===== src/rtl/cdb_arbiter_pkg.sv =====
// Shared constants and helpers for the CDB arbiter slice: bus widths, the
// idle ROB tag, requester count and the per-cycle operating mode decode.
package cdb_arbiter_pkg;

  localparam int ROB_WIDTH   = 5;
  localparam int DATA_WIDTH  = 32;
  localparam int CDB_REQ_NUM = 3;

  localparam logic [ROB_WIDTH-1:0]  ZERO_ROB  = '0;
  localparam logic [DATA_WIDTH-1:0] ZERO_DATA = '0;
  localparam logic                  TRUE      = 1'b1;
  localparam logic                  FALSE     = 1'b0;

  // What the arbiter does at the next edge; flush dominates stall.
  typedef enum logic [1:0] {
    MODE_RUN   = 2'd0,
    MODE_STALL = 2'd1,
    MODE_FLUSH = 2'd2
  } cdb_mode_e;

  function automatic cdb_mode_e cdb_mode(input logic ena, input logic flush);
    if (flush) return MODE_FLUSH;
    if (!ena)  return MODE_STALL;
    return MODE_RUN;
  endfunction

endpackage


===== src/rtl/rr_arbiter.sv =====
// Combinational round-robin picker. The request vector is duplicated and
// shifted so the slot after the previous winner lands at bit 0; the lowest
// set bit then wins and is mapped back to its real slot index.
module rr_arbiter #(
  parameter  int N     = 3,
  localparam int IDX_W = (N > 1) ? $clog2(N) : 1
) (
  input  logic [N-1:0]     req,
  input  logic [IDX_W-1:0] last,
  output logic [N-1:0]     grant_onehot,
  output logic [IDX_W-1:0] grant_idx,
  output logic             any
);

  logic [IDX_W-1:0] w_start;
  logic [2*N-1:0]   w_shifted;
  logic [N-1:0]     w_rot;
  int               w_pos;

  // Rotate requests so bit 0 is the slot right after the last grant.
  always_comb begin
    w_start   = (last >= IDX_W'(N - 1)) ? '0 : last + IDX_W'(1);
    w_shifted = {req, req} >> w_start;
    w_rot     = w_shifted[N-1:0];
  end

  // Lowest rotated bit wins; descending scan leaves the lowest one last.
  always_comb begin
    // NOTE: every output gets a default before the loop, so no path can
    // leave one unassigned and infer a latch.
    grant_idx = '0;
    any       = 1'b0;
    w_pos     = 0;
    for (int k = N - 1; k >= 0; k--) begin
      if (w_rot[k]) begin
        w_pos = int'(w_start) + k;
        if (w_pos >= N) w_pos = w_pos - N;
        grant_idx = IDX_W'(w_pos);
        any       = 1'b1;
      end
    end
    grant_onehot = any ? (N'(1) << grant_idx) : '0;
  end

endmodule


===== src/rtl/cdb_arbiter.sv =====
// Shares the ALU-side common data bus between several result producers.
// Each requester owns a one-entry holding slot; one filled slot per cycle is
// picked round-robin and driven onto a registered CDB. Flush drops every
// buffered result, stall freezes slots and idles the bus.
module cdb_arbiter
  import cdb_arbiter_pkg::*;
#(
  parameter int NUM_REQ = CDB_REQ_NUM,
  parameter int ROB_W   = ROB_WIDTH,
  parameter int DATA_W  = DATA_WIDTH
) (
  input  logic                      clk,
  input  logic                      rst,
  input  logic                      ena,
  input  logic                      in_flush,
  input  logic [NUM_REQ-1:0]        in_req_valid,
  input  logic [NUM_REQ*ROB_W-1:0]  in_req_tag,
  input  logic [NUM_REQ*DATA_W-1:0] in_req_value,
  input  logic [NUM_REQ-1:0]        in_req_isjump,
  input  logic [NUM_REQ*DATA_W-1:0] in_req_jump_addr,
  output logic [NUM_REQ-1:0]        out_req_ready,
  output logic [ROB_W-1:0]          out_cdb_rob_tag,
  output logic [DATA_W-1:0]         out_cdb_value,
  output logic                      out_cdb_isjump,
  output logic [DATA_W-1:0]         out_cdb_jump_addr
);

  localparam int IDX_W = $clog2(NUM_REQ);

  cdb_mode_e           w_mode;
  logic [NUM_REQ-1:0]  w_accept;
  logic [NUM_REQ-1:0]  w_grant_onehot;
  logic [IDX_W-1:0]    w_grant_idx;
  logic                w_any;

  logic [NUM_REQ-1:0]  r_full;
  logic [IDX_W-1:0]    r_last;
  logic [ROB_W-1:0]    r_tag       [NUM_REQ];
  logic [DATA_W-1:0]   r_value     [NUM_REQ];
  logic [DATA_W-1:0]   r_jump_addr [NUM_REQ];
  logic [NUM_REQ-1:0]  r_isjump;

  logic [ROB_W-1:0]    r_cdb_tag;
  logic [DATA_W-1:0]   r_cdb_value;
  logic                r_cdb_isjump;
  logic [DATA_W-1:0]   r_cdb_jump_addr;

  assign w_mode = cdb_mode(ena, in_flush);

  // Ready ignores the same-cycle grant, so a draining slot is never refilled
  // at the edge it drains.
  assign out_req_ready = (w_mode == MODE_RUN) ? ~r_full : '0;

  // A zero tag completes the handshake but is dropped instead of stored.
  always_comb begin
    w_accept = '0;
    for (int i = 0; i < NUM_REQ; i++) begin
      w_accept[i] = in_req_valid[i] && out_req_ready[i] &&
                    (in_req_tag[i*ROB_W +: ROB_W] != ROB_W'(ZERO_ROB));
    end
  end

  rr_arbiter #(.N(NUM_REQ)) u_rr_arbiter (
    .req          (r_full),
    .last         (r_last),
    .grant_onehot (w_grant_onehot),
    .grant_idx    (w_grant_idx),
    .any          (w_any)
  );

  // Slot occupancy and round-robin pointer.
  always_ff @(posedge clk or posedge rst) begin
    // NOTE: sequential state uses non-blocking assignments so every register
    // sees pre-edge values regardless of statement order.
    if (rst) begin
      r_full <= '0;
      r_last <= IDX_W'(NUM_REQ - 1);
    end else begin
      unique case (w_mode)
        MODE_FLUSH: r_full <= '0;
        MODE_RUN: begin
          r_full <= (r_full & ~w_grant_onehot) | w_accept;
          if (w_any) r_last <= w_grant_idx;
        end
        default: ;
      endcase
    end
  end

  // Capture the payload of every accepted request.
  // NOTE: payload storage has no reset; r_full qualifies it, so stale
  // contents are never broadcast.
  always_ff @(posedge clk) begin
    for (int i = 0; i < NUM_REQ; i++) begin
      if (w_accept[i]) begin
        r_tag[i]       <= in_req_tag[i*ROB_W +: ROB_W];
        r_value[i]     <= in_req_value[i*DATA_W +: DATA_W];
        r_isjump[i]    <= in_req_isjump[i];
        r_jump_addr[i] <= in_req_jump_addr[i*DATA_W +: DATA_W];
      end
    end
  end

  // Registered CDB: granted payload when running, otherwise an idle bus.
  always_ff @(posedge clk or posedge rst) begin
    if (rst) begin
      r_cdb_tag       <= '0;
      r_cdb_value     <= '0;
      r_cdb_isjump    <= FALSE;
      r_cdb_jump_addr <= '0;
    end else if (w_mode == MODE_RUN && w_any) begin
      r_cdb_tag       <= r_tag[w_grant_idx];
      r_cdb_value     <= r_value[w_grant_idx];
      r_cdb_isjump    <= r_isjump[w_grant_idx];
      r_cdb_jump_addr <= r_jump_addr[w_grant_idx];
    end else begin
      r_cdb_tag       <= ROB_W'(ZERO_ROB);
      r_cdb_value     <= DATA_W'(ZERO_DATA);
      r_cdb_isjump    <= FALSE;
      r_cdb_jump_addr <= DATA_W'(ZERO_DATA);
    end
  end

  assign out_cdb_rob_tag   = r_cdb_tag;
  assign out_cdb_value     = r_cdb_value;
  assign out_cdb_isjump    = r_cdb_isjump;
  assign out_cdb_jump_addr = r_cdb_jump_addr;

endmodule


===== config.mk =====
export PLATFORM = sky130hd
export DESIGN_NAME = cdb_arbiter
export DESIGN_NICKNAME = d
export VERILOG_FILES = /design/src/rtl/cdb_arbiter_pkg.sv /design/src/rtl/rr_arbiter.sv /design/src/rtl/cdb_arbiter.sv
export SDC_FILE = /design/constraint.sdc
export NUM_CORES = 1
export LEC_CHECK = 0
export BUFFER_PORTS_ARGS = -buffer_cell sky130_fd_sc_hd__buf_2
export CAP_MARGIN = 20
export CORE_UTILIZATION = 50
export DETAILED_ROUTE_END_ITERATION = 8
export HOLD_SLACK_MARGIN = 0.02
export PLACE_DENSITY_LB_ADDON = 0.3
export SYNTH_ARGS = -nofsm -noshare
export SYNTH_HDL_FRONTEND = slang
export SYNTH_SLANG_ARGS = --single-unit

===== constraint.sdc =====
create_clock -name clk -period 19.6 [get_ports clk]
set_clock_uncertainty 0.1 [all_clocks]
set_input_delay 3.92 -clock clk [delete_from_list [all_inputs] [get_ports clk]]
set_output_delay 3.92 -clock clk [all_outputs]
set_load 0.02 [all_outputs]

# After elaboration in Yosys (flattened, before gate mapping)
# Memories as Yosys holds them, arrays and structs flattened.
# Cells that the tools add are included.
dict set report word_totals {
  regBits 78
  latchBits 0
  mem_bits_rw 207
  rom_bits 0
  inputBits 217
  out_inout_bits 73
  wordCells 75
  mem_count 3
}
# memory depth word_bits read_ports rd_clocked_by_memory_dff wr line_no
set mem_list {}
lappend mem_list {r_jump_addr 3 32 1 0 3 cdb_arbiter.sv:40} ;# logic [DATA_W-1:0] r_jump_addr [NUM_REQ];
lappend mem_list {r_value 3 32 1 0 3 cdb_arbiter.sv:39} ;# logic [DATA_W-1:0] r_value [NUM_REQ];
lappend mem_list {r_tag 3 5 1 0 3 cdb_arbiter.sv:38} ;# logic [ROB_W-1:0] r_tag [NUM_REQ];
dict set report classes {
  addsub 6
  n_mul 0
  n_div 0
  magnitude_cmp 5
  eq_ne 1
  n_shift 2
  mux 32
  n_bitwise 4
  n_reduce_logical 13
}
# cell n
set op_table {}
lappend op_table {{32-bit 2-to-1 mux} 2}
lappend op_table {{2-bit 2-to-1 mux} 11}
lappend op_table {{5-bit nonzero test} 3}
lappend op_table {{1-bit 2-to-1 mux} 14}
lappend op_table {{1-bit logical AND} 7}
lappend op_table {{3-bit by 2-bit greater-or-equal comparator with 1-bit output, second input constant} 2}
lappend op_table {{3-bit 2-to-1 mux} 2}
lappend op_table {{3-bit inverter} 2}
lappend op_table {{3-bit one-hot mux with 2 select lines} 1}
lappend op_table {{6-bit by 2-bit right shift with 3-bit output} 1}
lappend op_table {{5-bit 2-to-1 mux} 1}
lappend op_table {{2-bit greater-or-equal comparator, second input constant} 2}
lappend op_table {{2-bit by 1-bit subtractor with 2-bit output, second input constant} 2}
lappend op_table {{2-bit by 1-bit adder with 3-bit output, second input constant} 1}
lappend op_table {{2-bit by 2-bit adder with 3-bit output, second input constant} 1}
lappend op_table {{3-bit AND} 1}
lappend op_table {{2-bit by 3-bit < comparator with 1-bit output, second input constant} 1}
lappend op_table {{3-bit OR} 1}
lappend op_table {{1-bit by 2-bit << shifter with 3-bit output, first input constant} 1}
lappend op_table {{2-bit by 1-bit adder with 2-bit output, second input constant} 1}
lappend op_table {{1-bit binary-select mux with 2-bit select} 1}
lappend op_table {{2-bit == test, second input constant} 1}
lappend op_table {{2-bit logical NOT} 1}
lappend op_table {{2-bit AND reduction} 1}
lappend op_table {{2 further kinds} 2}

# Logic depth before layout (Yosys ltp)
dict set report logic_depth {
  depth_word 14
  ltp_mapped 6
  depth_no_buf 4
}

# By module
# Synthesis repeated with hierarchy kept, for this count alone.
dict set report unflattened {
  cells_unflattened 560
  hier_area_um2 10704.0
}
# module instances cells_each area_each_um2 seq_area_each_um2
set by_module_without_submodules {}
lappend by_module_without_submodules {cdb_arbiter 1 550 10627.7 8184.1}
lappend by_module_without_submodules {rr_arbiter 1 10 76.3 0.0}

# Worst setup path after synthesis
# No wires, ideal clock.
dict set report synth_timing {
  path_type {input to register}
  startpoint {in in_flush}
  endpoint {reg r_isjump[1] (enable)}
  setup_ns 0.585
  arrival_time_ns 8.986
  required_time_ns 18.915
  slack_ns 9.929
  stages 3
  path_buffers 1
  cell_sequence {nand2b_1 buf_2 nor3_1}
}
dict set report synth_via {
  elab_chain_cells 6
}
# item line_no
set synth_rtl {}
lappend synth_rtl {{start, declared} cdb_arbiter.sv:15} ;# input logic in_flush,
lappend synth_rtl {{1-bit 2-to-1 mux} cdb_arbiter_pkg.sv:22} ;# if (flush) return MODE_FLUSH;
lappend synth_rtl {{2-bit 2-to-1 mux} cdb_arbiter_pkg.sv:23} ;# if (!ena) return MODE_STALL;
lappend synth_rtl {{2-bit logical NOT} cdb_arbiter.sv:52} ;# assign out_req_ready = (w_mode == MODE_RUN) ? ~r_full : '0;
lappend synth_rtl {{3-bit 2-to-1 mux} cdb_arbiter.sv:52}
lappend synth_rtl {{1-bit logical AND (2 in a row)} cdb_arbiter.sv:58} ;# w_accept[i] = in_req_valid[i] && out_req_ready[i] &&
lappend synth_rtl {{via w_accept[1]} cdb_arbiter.sv:31} ;# logic [NUM_REQ-1:0] w_accept;
lappend synth_rtl {{end signal, assigned by index} cdb_arbiter.sv:98} ;# r_isjump[i] <= in_req_isjump[i];
lappend synth_rtl {{end, declared} cdb_arbiter.sv:41} ;# logic [NUM_REQ-1:0] r_isjump;
# The timed path passes the listed nets, and every way through them passes these cells.
# A chain may end at the register's enable or synchronous reset.

# Final worst setup path
dict set report layout_timing {
  startpoint {in in_flush}
  endpoint {out out_req_ready[0]}
}
dict set report layout_via {
  elab_chain_cells 4
}
# item line_no
set layout_rtl {}
lappend layout_rtl {{1-bit 2-to-1 mux} cdb_arbiter_pkg.sv:22}
lappend layout_rtl {{2-bit 2-to-1 mux} cdb_arbiter_pkg.sv:23}
lappend layout_rtl {{2-bit logical NOT} cdb_arbiter.sv:52}
lappend layout_rtl {{3-bit 2-to-1 mux} cdb_arbiter.sv:52}
lappend layout_rtl {{end, declared} cdb_arbiter.sv:21} ;# output logic [NUM_REQ-1:0] out_req_ready,
# No other way between the ends.

==> results.cfg <==
[timing]
fin_crit_ns = 8.77
slew-limit-headroom = 0.292
fmax_mhz = 114
rsz0062_at_grt = false
setup_viol = 0
setup_tns_ns = 0
worst_pin_slew_ns = 1.06
hold_violations = 0
period_share = 0.448
hold_ws_ns = 0.418
slew_violations = 0

[pwr]
combinationalPowerShare = 0.078
ir_worst_vdd_mv = 0.0872
sw_frac_of_total = 0.219
power_density_mw_per_mm2 = 105
intPower_uw = 1040
power_frac_seq = 0.511
switching_power_uw = 292
p_leak_uw = 0.00512
pwr-share-clk = 0.411

[global_routing]
overflow = 0
grt_max_degree = 79
grt_pass1_vias = 6223
grt_pass1_wl_um = 34400
grt_usage = 0.229
antenna_found_initial = 4

[worst_setup_path]
regToRegSetupSlack_ns = 16.41
path_max_fanout = 8
crit_arrival_ns = 4.75
reg2reg_from = r_full[1]
end_kind = output pin
ff2ff_path_depth = 6
cp-start-kind = input port
path_class = in2out
reg2reg_to = out_cdb_jump_addr[3]
required_ns = 15.58

[min_path]
hold_end = out_cdb_jump_addr[6]
min_from = r_jump_addr[1][6]
hold_depth = 2
hold_class = reg2reg

[drt]
wl_per_cell_um = 20.5
viasPerCell = 5.37
drtPass1Iterations = 4
routed_wl_um = 23700
vias = 6207
ant_nets = 0
drc = 0
drtIter0Drc = 362

[flow_run]
maxCapViolCount = 0

[yosys]
syn_area_mm2 = 0.00994
synthCells = 574
ys_ff_latch = 285
yosys-top-cells-area = edfxtp_1 63%, dfrtp_1 19%, a22oi_1 4.5%
syn-num-nets = 791
ys_types = 32
synth_area_leader_cell = edfxtp_1
yosysWarnings = 0
synth_ff_type = edfxtp_1
synthArstFlopShare = 0.263
seq_area_frac_synth = 0.823
synth_edf_count = 210
synthDominantCellAreaShare = 0.634
syn_avg_cell_area_um2 = 17.3

[floorplan]
rows = 51
die_area_mm2 = 0.0205
die_y_um = 143
core_mm2 = 0.0195
die_w_um = 143
io_pins = 290
initial_utilization = 0.511

[final_layout]
drive_above_1_share = 0.414
nNetsFinal = 1083
area_growth_pct = 27.0

[cts]
cts_hold_buf = 0
clk_latency_ns = 0.53
cts-resized-gates = 0
cts_made_buffers = 29
cts_root_buf = clkbuf_16
postCtsSetupRepairBufs = 0
clock-sinks = 285
cts_tree = yes
htreeDepth = 1
cts.reportedPaths.clkPinSlew_ns = 0.05
clockBufferDepth = 3

[run_status]
status = complete, no violations

[placement]
gp_congestion = 0.792
hpwl_um = 14200
portBuffers = 289
## cell usage after synthesis (all sizes together), types with 2 or more instances
cell type	instances
nand2	3
nand3	70
nor2b	2
o21ai	5
edfxtp	210
nor3	2
inv	2
a21oi	73
nor2	4
a21o	2
clkbuf	18
a22oi	70
or4	3
buf	22
nand2b	2
dfrtp	74
## placed cells by master, fill, tap and decap left out, types with 2 or more instances in the layout
cell type,n
clkinvlp_4,2
buf_2,289
nand2_1,3
bufinv_16,3
nor2b_1,2
a21oi_1,72
nor3_2,2
a22oi_2,10
diode_2,4
clkinv_2,5
clkinv_1,2
nand2b_1,2
dfrtp_1,73
buf_4,10
edfxtp_1,210
or4_1,3
nand3_1,70
buf_16,2
nor2_1,4
clkbuf_8,5
clkbuf_1,6
a22oi_1,60
clkbuf_16,29
o21ai_0,4
## area by class of cell
cell class / count / area (um2)
Antenna cell: 4 / 10.0
Tap cell: 265 / 332
Clock inverter: 12 / 141
Sequential cell: 285 / 8190
Multi-Input combinational cell: 247 / 1550
Timing Repair Buffer: 301 / 1580
Clock buffer: 40 / 817
Fill cell: 1403 / 6840
Inverter: 2 / 8.76
## critical path, stage by stage
cell,delay [ns]
buf_2,0.13
nand2b_1,0.29
nor2_1,0.19
buf_2,0.22
## registers in the layout, summed over array words and instances (netlist names)
register / flops
out_cdb_rob_tag: 5
r_jump_addr: 96
r_last: 2
r_tag: 15
r_full: 3
r_isjump: 3
r_value: 96
out_cdb_jump_addr: 32
out_cdb_value: 32
out_cdb_isjump: 1
## worst max-delay path by stage
stage	start	end	slack, ns	depth (start not counted)
finish	in_flush	out_req_ready[0]	10.83	4
detailed placement	in_flush	out_req_ready[0]	10.85	4
floorplan	in_flush	r_isjump[1]	9.93	3
global route	in_flush	out_req_ready[0]	10.74	4
CTS	in_flush	out_req_ready[0]	10.84	4
global placement	in_flush	out_req_ready[0]	10.86	4
## cell families after synthesis
| group | share of synthesized area |
|---|---|
| compound gates | 0.108 |
| flops | 0.823 |
| simple gates | 0.0452 |
| buf+inv | 0.0237 |
## power by group through the flow
stage	clock network [uW]	registers, uW	logic (uW)
finish	547	680	103
global route	580	681	113
CTS	556	680	103
detailed placement	0	692	103
global placement	0	692	101
floorplan	0	698	52.2
## metal layers
| metal | vias up | share of wire | global-route usage | wire length [um] |
|---|---|---|---|---|
| li1 | 2827 | - | - | - |
| met1 | 3071 | 0.40 | 0.297 | 9530 |
| met2 | 259 | 0.51 | 0.382 | 12000 |
| met3 | 48 | 0.066 | 0.0469 | 1570 |
| met4 | 2 | 0.024 | 0.0849 | 579 |
| met5 | - | 0.00055 | 0 | 13 |
## through the flow
step	util	instance area, um2	total power, uW	instances	worst slack, ns
after floorplan	-	9940	750	574	9.93
after global placement	0.596	11600	793	1098	10.86
after detailed placement	0.596	11600	795	1098	10.85
after CTS	0.645	12600	1340	1150	10.84
after global routing	0.648	12600	1370	1153	10.74
final	0.649	12600	1330	1156	10.83
(Power assumes the default switching activity.)
